===== src/rtl/i4004_cycle_seq.sv =====
// i4004 instruction-cycle sequencer: 8-phase machine cycle, PC nibble output,
// OPR/OPA fetch, double-word tracking and a circular return-address stack.
module i4004_cycle_seq #(
    parameter int CLK_PER_PHASE = 2,
    parameter int STACK_DEPTH   = 4
) (
    input  logic        clk,
    input  logic        rst,
    input  logic [3:0]  dbus_in,
    output logic [3:0]  dbus_out,
    output logic [2:0]  phase,
    output logic        clken_1,
    output logic        clken_2,
    output logic        sync,
    output logic        cm_rom,
    output logic [11:0] pc,
    output logic        instr_done,
    output logic [15:0] instr_word,
    output logic        is_word2,
    input  logic        ctl_jump,
    input  logic        ctl_call,
    input  logic        ctl_ret,
    input  logic [11:0] ctl_addr,
    output logic        stack_ovf,
    output logic        stack_unf
);

    localparam int SLOTS = STACK_DEPTH - 1;
    localparam int SW    = (CLK_PER_PHASE > 1) ? $clog2(CLK_PER_PHASE) : 1;
    localparam int PW    = (SLOTS > 1) ? $clog2(SLOTS) : 1;
    localparam int CW    = $clog2(SLOTS + 1);

    typedef enum logic [2:0] {A1, A2, A3, M1, M2, X1, X2, X3} phase_t;

    phase_t          cur;
    logic [SW-1:0]   sub;
    logic [PW-1:0]   ptr;
    logic [CW-1:0]   count;
    logic [11:0]     slot [SLOTS];
    logic            dbl;
    logic [3:0]      opr1, opa1, opr2, opa2;
    logic            last;
    logic [PW-1:0]   ptr_next, ptr_prev;

    function automatic logic is_double(input logic [3:0] opr, input logic [3:0] opa);
        return (opr == 4'h1) || (opr == 4'h4) || (opr == 4'h5) || (opr == 4'h7) ||
               ((opr == 4'h2) && !opa[0]);
    endfunction

    assign last       = (sub == SW'(CLK_PER_PHASE - 1));
    assign phase      = cur;
    assign clken_1    = (sub == '0);
    assign clken_2    = last;
    assign sync       = (cur == X3);
    assign cm_rom     = (cur == A3);
    // A cycle completes at the end of X3 unless it was the first word of a pair
    assign instr_done = (cur == X3) && last && (is_word2 || !dbl);
    assign instr_word = {opr1, opa1, opr2, opa2};
    assign ptr_next   = (ptr == PW'(SLOTS - 1)) ? '0 : ptr + 1'b1;
    assign ptr_prev   = (ptr == '0) ? PW'(SLOTS - 1) : ptr - 1'b1;

    always_comb begin
        dbus_out = 4'h0;
        case (cur)
            A1:      dbus_out = pc[3:0];
            A2:      dbus_out = pc[7:4];
            A3:      dbus_out = pc[11:8];
            default: dbus_out = 4'h0;
        endcase
    end

    always_ff @(posedge clk or negedge rst) begin
        if (!rst) begin
            cur       <= A1;
            sub       <= '0;
            pc        <= '0;
            ptr       <= '0;
            count     <= '0;
            is_word2  <= 1'b0;
            dbl       <= 1'b0;
            opr1      <= '0;
            opa1      <= '0;
            opr2      <= '0;
            opa2      <= '0;
            stack_ovf <= 1'b0;
            stack_unf <= 1'b0;
            for (int i = 0; i < SLOTS; i++) slot[i] <= '0;
        end else begin
            stack_ovf <= 1'b0;
            stack_unf <= 1'b0;
            if (last) begin
                sub <= '0;
                cur <= phase_t'(cur + 3'd1);
            end else begin
                sub <= sub + 1'b1;
            end

            if (last) begin
                case (cur)
                    M1: begin
                        if (is_word2) begin
                            opr2 <= dbus_in;
                        end else begin
                            opr1 <= dbus_in;
                            opr2 <= '0;
                            opa2 <= '0;
                        end
                    end
                    M2: begin
                        if (is_word2) begin
                            opa2 <= dbus_in;
                        end else begin
                            opa1 <= dbus_in;
                            dbl  <= is_double(opr1, dbus_in);
                        end
                        pc <= pc + 12'd1;
                    end
                    X3: begin
                        if (is_word2)
                            is_word2 <= 1'b0;
                        else if (dbl)
                            is_word2 <= 1'b1;
                        // Flow control only lands on a completed instruction
                        if (instr_done) begin
                            if (ctl_ret) begin
                                if (count != '0) begin
                                    ptr   <= ptr_prev;
                                    count <= count - 1'b1;
                                    pc    <= slot[ptr_prev];
                                end else begin
                                    stack_unf <= 1'b1;
                                end
                            end else if (ctl_call) begin
                                slot[ptr] <= pc;
                                ptr       <= ptr_next;
                                pc        <= ctl_addr;
                                if (count == CW'(SLOTS))
                                    stack_ovf <= 1'b1;
                                else
                                    count <= count + 1'b1;
                            end else if (ctl_jump) begin
                                pc <= ctl_addr;
                            end
                        end
                    end
                    default: ;
                endcase
            end
        end
    end

endmodule


===== config.mk =====
export PLATFORM = sky130hd
export DESIGN_NAME = i4004_cycle_seq
export DESIGN_NICKNAME = d
export VERILOG_FILES = /design/src/rtl/i4004_cycle_seq.sv
export SDC_FILE = /design/constraint.sdc
export NUM_CORES = 1
export LEC_CHECK = 0
export ABC_AREA = 1
export CAP_MARGIN = 10
export CORE_MARGIN = 4
export CORE_UTILIZATION = 55
export CTS_CLUSTER_DIAMETER = 150
export DETAILED_ROUTE_END_ITERATION = 8
export DONT_BUFFER_PORTS = 1
export PLACE_DENSITY_LB_ADDON = 0.3
export SYNTH_ARGS = -nofsm -noshare
export SYNTH_HDL_FRONTEND = slang
export SYNTH_SLANG_ARGS = --single-unit

===== constraint.sdc =====
create_clock -name clk -period 3 [get_ports clk]
set_input_delay 0.6 -clock clk [delete_from_list [all_inputs] [get_ports clk]]
set_output_delay 0.6 -clock clk [all_outputs]
set_load 0.02 [all_outputs]

== After elaboration in Yosys (flattened, before gate mapping) ==
Cells that the tools add are included.
Word-level totals
  bits in registers: 76
  output and inout port bits: 43
  input port bits: 21
  logic and storage cells: 116
Operators by class
  magnitude comparators: 3
  equality and inequality tests: 19
  bitwise gates (word level): 5
  mux-type cells: 40
  $add $sub $neg: 7
  reductions and logical operators: 26
Operators by type and width (number)
  two-way mux 12 bit: 8
  bitwise mux 36 bit: 1
  binary-select mux 12 bit (select 2 bit): 1
  demux 12 bit (select 2 bit): 1
  case mux 12 bit (2 select lines): 1
  two-way mux 2 bit: 9
  AND reduction 5 bit: 3
  two-way mux 1 bit: 14
  adder 12 x 1 -> 12 bit (second input constant): 1
  == test 4 x 3 -> 1 bit (second input constant): 3
  two-way mux 4 bit: 3
  case mux 4 bit (3 select lines): 1
  case mux 4 bit (2 select lines): 1
  nonzero test 2 bit: 4
  == test 3 x 2 -> 1 bit (second input constant): 2
  == test 3 bit (second input constant): 2
  >= comparator 3 bit (second input constant): 2
  inequality test 2 bit (second input constant): 3
  NOT 2 -> 3 bit: 2
  AND reduction 3 bit: 2
  AND reduction 6 bit: 1
  logical OR 1 bit: 5
  adder 2 x 1 -> 2 bit (second input constant): 2
  == test 2 bit (second input constant): 2
  other kinds (17): 26

== Longest topological paths before layout ==
Gate-level depths: netlist of run 1.
  word-level depth: 10
  depth in mapped cells: 11
  gate-level depth less buffers: 11

== Worst setup path before layout of run 1 ==
No wires, ideal clock.
  kind: reg-to-reg
  start: reg cur[0], in the netlist phase[0]
  end: reg slot[30] in the netlist's numbering
  data required time: 2874 ps
  arrival: 2080 ps
  setup slack: 794 ps
  path buffers: 2
  stages on the path, launching flop included: 10
  period minus slack after synthesis: 2206 ps
  setup time: 126 ps
  cells stage by stage: dfrtp_1 > ha_1 > ha_1 > nand2_2 > a21oi_4 > nand3_4 > buf_6 > nor2_4 > buf_4 > o21ai_0
On the way
  cells in the longest elaborated chain, start to end: 4
RTL lines
  from (decl): RTL line 35  | phase_t cur;
  from (signal assigned): RTL line 93  | cur <= phase_t'(cur + 3'd1);
  == test 3 bit
  net sync: RTL line 14  | output logic sync,
  logical AND 1 bit (2 in a row): RTL line 57  | assign instr_done = (cur == X3) && last && (is_word2 || !dbl);
  net instr_done: RTL line 17  | output logic instr_done,
  AND reduction 5 bit (no source line)
  to (signal, indexed assignment): RTL line 134  | slot[ptr] <= pc;
  to (decl): RTL line 39  | logic [11:0] slot [SLOTS];
The timed path passes the listed nets, and every way through them passes these cells.
A chain may end at the register's enable or synchronous reset.

== Worst setup path in the final report of run 1 ==
  start: reg cur[0], in the netlist phase[0]
  end: out dbus_out[0]
On the way
  cells in the longest elaborated chain, start to end: 2
  elaborated cells on any way between the ends: 4
  classes of those cells: 2 x eq/ne; 1 x mux; 1 x reduce/logical
RTL lines
  == test 3 x 2 -> 1 bit
  net cm_rom: RTL line 15  | output logic cm_rom,
  case mux 4 bit (3 select lines): RTL line 64  | case (cur)
  to (decl): RTL line 10  | output logic [3:0] dbus_out,
The timed path passes the listed nets, and every way through them passes these cells.

==> results of run 1 <==
-- where the power goes --
group | total [W] | switching (W) | internal (W) | leakage (nW)
Combinational | 0.000775 | 0.000509 | 0.000266 | 1.09
Clock | 0.000879 | 0.000401 | 0.000478 | 0.108
Sequential | 0.00154 | 0.000367 | 0.00118 | 0.925
-- cell usage in the layout, fill, tap and decap left out, types with 3 or more instances in the layout --
cell,netlist,routed
a21oi_1,31,31
nand3_1,31,31
nor2_1,65,65
xor2_1,3,3
buf_4,3,6
dfrtp_1,76,76
nor2_4,3,3
inv_6,0,3
clkbuf_8,0,9
ha_1,13,13
nand2_1,149,149
o21ai_0,58,58
a32o_1,4,4
o211ai_1,8,8
inv_1,46,46
-- worst reg2reg max path, stage by stage (launching register included) --
cell and delay, ps:
dfrtp_1 550, ha_1 250, ha_1 190, nand2_2 90, a21oi_4 350, nand3_4 250, nor2_4 440, o21ai_0 160
-- state kept, by name, summed over array words and instances (netlist names) --
name       flops
count          2
dbl            1
opr2           4
stack_ovf      1
is_word2       1
opr1           4
clken_2        1
phase          3
opa2           4
stack_unf      1
pc            12
opa1           4
slot          36
ptr            2
-- layout make-up --
class | count | area share
Sequential cell | 76 | 0.438
Multi-Input combinational cell | 379 | 0.424
Inverter | 49 | 0.0424
Clock buffer | 10 | 0.0294
Tap cell | 96 | 0.0277
Clock inverter | 6 | 0.0216
Timing Repair Buffer | 7 | 0.0167
-- logic make-up (layout without fill, tap and decap cells) --
kind of cell / Yosys count / after routing / share of synthesized area
simple gates: 254 / 254 / 0.258
compound gates: 108 / 108 / 0.150
flops: 76 / 76 / 0.472
buf+inv: 70 / 72 / 0.0720
fa+ha+maj: 13 / 13 / 0.0403
xor+xnor: 4 / 4 / 0.00869
-- stage by stage --
step | hold WS (ps) | power, W | utilization
after floorplan | 304 | 0.00204 | -
after global placement | 309 | 0.00227 | 0.589
after detailed placement | 309 | 0.00229 | 0.589
after CTS | 148 | 0.00319 | 0.625
after global routing | 152 | 0.00339 | 0.625
final | 137 | 0.00320 | 0.625
-- per-layer routing --
metal | vias to the layer above | global-route usage
met2 | 150 | 0.363
met4 | 0 | 0.0806
met1 | 1605 | 0.316
met3 | 21 | 0.0644
met5 | - | 0
li1 | 1681 | -
-- worst max-delay path by stage --
stage / start / to / slack (ps) / cells past startpoint
2_1_floorplan: phase[0]$_DFFE_PN0P_ / slot[30]$_DFFE_PN0P_ / 790 / 9
3_3_place_gp: phase[0]$_DFFE_PN0P_ / slot[32]$_DFFE_PN0P_ / 710 / 8
3_5_place_dp: phase[0]$_DFFE_PN0P_ / slot[25]$_DFFE_PN0P_ / 620 / 7
4_1_cts: phase[0]$_DFFE_PN0P_ / dbus_out[0] / 390 / 6
5_1_grt: phase[0]$_DFFE_PN0P_ / dbus_out[0] / 230 / 6
6_report: phase[0]$_DFFE_PN0P_ / dbus_out[0] / 410 / 6
==> flow_summary.ini, run 1 <==
[run]
max-cap-violations = 0

[power_and_ir_drop]
peakVddDrop_mv = 0.431
p_leak_nw = 2.12
powerDensity_nw_per_um2 = 737

[clock_tree]
cts.clk_slew.worst_paths_ps = 90
htreeDepth = 3
clk_path_buf_depth = 2
ctsHoldBuffers = 1
cts_buffers = 9
cts.sinks = 76
ctsResizeCount = 0
cts_tree = done
postCtsSetupRepairBufs = 0
cts-root-buf = clkbuf_8
clock_latency_ps = 350

[placed_design]
dp_cells = 606
port_buffers = 0
pre_cts_ws_ps = 620
gp_congestion = 0.900
hpwl_um = 6940
place_area_um2 = 4090

[yosys]
yosysSeqAreaShare = 0.472
synth_warnings = 0
ys_seq_elements = 76
synthesis.area_um2 = 4030
ys.flop_type = dfrtp_1
synth_area_leader_cell = dfrtp_1
synth_common_cells = nand2_1, dfrtp_1, nor2_1
avgSynthCellArea_um2 = 7.68
synthTopCellsByArea = dfrtp_1, nand2_1, o21ai_0
synth_edf_count = 0
ys_types = 31
synth.top_cell.area_share = 0.472
synth_nets = 559
syn_inst = 525
yosysMostFrequentCell = nand2_1
async_flop_share = 1.00

[floorplan]
io_pins = 64
dieArea_um2 = 8770
die_h_um = 93.6
start_util = 0.581
rows = 30
die_width_um = 93.6
coreArea_um2 = 6940

[finish]
drive_gt1_frac = 0.0626
antennaDiodeCount = 0
nets = 556
nFillCells = 599
multi_input_area_um2 = 1840
design_area_um2 = 4340
seq_area_um2 = 1900
final_cells = 623
area_delta_synth_final_pct = 7.63

[global_route]
grt_overflow = 0
track_usage = 0.234
grt_max_degree = 77
antenna_found_initial = 0
grt_pass1_vias = 3258
grt_pass1_wl_um = 16000

[hold_path]
hold_class = input pin to asynchronous set/reset pin

[detailed_routing]
vias = 3457
top_layer_used = met4
wl_met1_um = 4110
wl_um = 9640
met3_length_um = 905
first_iter_violations = 285
routedWlPerCell_um = 15.5
drtPass1Iterations = 5
ant_nets = 0
via_per_inst = 5.55
route.met2.wl_um = 4410
drc = 0

[critical_path]
critPathLaunchType = flip-flop
regToRegStartpoint = phase[0]$_DFFE_PN0P_
rr_endpoint = slot[25]$_DFFE_PN0P_
worst-path-buf-inv = 2
path_max_fanout = 5
critPathTopFamily = simple AND/OR/NAND/NOR gates
critPathCaptureType = output pin
crit_chain = inv_1 -> ha_1 -> inv_1 -> nor2_1 -> nand2_1 -> nand3_1
cpMostUsedCell = inv_1
critPathMaxStageDelay_ps = 510
cp.required_ps = 2400
crit_arrival_ps = 1990
r2r_slack_ps = 600
r2r_cells = 7
slowest_stage = dfrtp_1
crit_type = flip-flop to output pin

[timing]
worst_slew_pin_slew_ps = 612
slew_viol_final = 0
grt_setup_unrepaired = no
fin_setup_tns_ps = 0
fin_crit_sh = 0.864
fin_ws_ps = 409
setup_viol = 0
skew_ps = 13.6
relSlewSlack = 0.591
min_period_ps = 2590
fmax_ghz = 0.386
finalHoldViolCount = 0

[outcome]
outcome = finished, final reports clean
No activity file was read; power rests on OpenSTA's default activity.
==> inputs of run 2 (changes only) <==
Settings changed: CAP_MARGIN 10 to 0, CTS_BUF_LIST from default to sky130_fd_sc_hd__clkbuf_4.
==> run 2 against run 1 <==
  * Via count is 0.23% lower
  * Clock skew rose by 7.5 ps
  * Critical path depth is the same
  * Worst hold slack got worse by 94 ps
  * Critical path type unchanged
  * Highest routed layer unchanged
  * Sequential cell count is the same
==> flow_summary.ini, run 2 (same netlist as run 1, synthesis figures left out) <==
[clock_tree]
cts_buffers = 9
cts-root-buf = clkbuf_4
cts.sinks = 76
cts.clk_slew.worst_paths_ps = 140
clk_path_buf_depth = 2
cts_tree = done
htreeDepth = 3
clock_latency_ps = 440

[timing]
setup_viol = 0
fmax_ghz = 0.372
grt_setup_unrepaired = no
skew_ps = 21.1
min_period_ps = 2690
hold_ws_ps = 44.0
fin_setup_tns_ps = 0
relSlewSlack = 0.591
slew_viol_final = 0
fin_crit_sh = 0.895
worst_slew_pin_slew_ps = 611
finalHoldViolCount = 0

[placed_design]
dp_cells = 606
port_buffers = 0
gp_congestion = 0.900
hpwl_um = 6940
place_area_um2 = 4090

[global_route]
grt_pass1_wl_um = 16000
grt_max_degree = 77
track_usage = 0.233
grt_pass1_vias = 3251
grt_overflow = 0
antenna_found_initial = 0

[floorplan]
die_h_um = 93.6
coreArea_um2 = 6940
dieArea_um2 = 8770
die_width_um = 93.6
start_util = 0.581
rows = 30
io_pins = 64

[detailed_routing]
wl_met1_um = 4170
drc = 0
wl_um = 9620
vias = 3449
drtPass1Iterations = 5
ant_nets = 0
routedWlPerCell_um = 15.4
route.met2.wl_um = 4400
via_per_inst = 5.54
first_iter_violations = 305
top_layer_used = met4
met3_length_um = 868

[critical_path]
slowest_stage = dfrtp_1
cpMostUsedCell = inv_1
critPathCaptureType = output pin
crit_arrival_ps = 2090
cp.required_ps = 2400
critPathLaunchType = flip-flop
critPathMaxStageDelay_ps = 520
path_max_fanout = 5
worst-path-buf-inv = 2
crit_type = flip-flop to output pin
critPathTopFamily = simple AND/OR/NAND/NOR gates
crit_chain = inv_1 -> ha_1 -> inv_1 -> nor2_1 -> nand2_1 -> nand3_1

[finish]
design_area_um2 = 4290
final_common_cell = nand2_1
area_delta_synth_final_pct = 6.33
antennaDiodeCount = 0
reg_top3 = slot (36), pc (12)
final_cell_mix = nand2_1, dfrtp_1, nor2_1, o21ai_0, inv_1
drive_gt1_frac = 0.0645
largest_reg_flops = 36
final_cells = 623
nets = 556
regMostFlops = slot

[power_and_ir_drop]
p_leak_nw = 2.10
peakVddDrop_mv = 0.431
power_w = 0.00306
powerDensity_nw_per_um2 = 713

[outcome]
outcome = finished, final reports clean

[hold_path]
hold_class = input pin to asynchronous set/reset pin

[run]
max-cap-violations = 0
run 2: worst register-to-register path: stages (launching register included):
cell and delay, ps:
dfrtp_1 560, ha_1 250, ha_1 190, nand2_2 90, a21oi_4 350, nand3_4 250, nor2_4 430, o21ai_0 160
run 2: worst paths after layout:
| path | from | slack, ps | cells past startpoint | endpoint |
|---|---|---|---|---|
| setup reg to reg | phase[0]$_DFFE_PN0P_ | 600 | 7 | slot[25]$_DFFE_PN0P_ |
| max in group asynchronous | rst | 2670 | 1 | pc[0]$_DFFE_PN0P_ |
| hold reg to reg | slot[2]$_DFFE_PN0P_ | 520 | 2 | slot[2]$_DFFE_PN0P_ |
| setup / recovery | phase[0]$_DFFE_PN0P_ | 310 | 6 | dbus_out[0] |
| hold / removal | rst | 40 | 1 | slot[0]$_DFFE_PN0P_ |
| min in group clk | ctl_call | 290 | 2 | stack_ovf$_DFF_PN0_ |
run 2: cell type report:
type	instances	area (um2)
tap	96	120
sequential	76	1900
multi-input combinational	379	1840
clock buffer	10	75.1
inverter	49	184
clock inverter	6	93.8
timing repair buffer	7	72.6
fill	606	2660
run 2: metal layers:
metal | global-route usage | up-vias
met5 | 0 | -
met4 | 0.0878 | 0
met3 | 0.0628 | 17
met2 | 0.359 | 140
met1 | 0.315 | 1609
li1 | - | 1683
run 2: per-stage QoR:
stage / worst slack, ps / utilization
6_report: 314 / 0.617
3_3_place_gp: 705 / 0.589
3_5_place_dp: 620 / 0.589
5_1_grt: 137 / 0.617
2_1_floorplan: 794 / -
4_1_cts: 304 / 0.617
run 2: what timing repair did:
| item | 4_1_cts | 5_1_grt |
|---|---|---|
| setup buffers | 0 | 0 |
| hold endpoints to repair | 76 | 0 |
| resized for setup | 0 | 0 |
| hold buffers | 1 | 0 |
run 2: power by group:
group	internal (W)	total (W)	switching [W]
Clock	0.000356	0.000749	0.000393
Combinational	0.000265	0.000770	0.000504
Sequential	0.00118	0.00154	0.000363
Total	0.00180	0.00306	0.00126
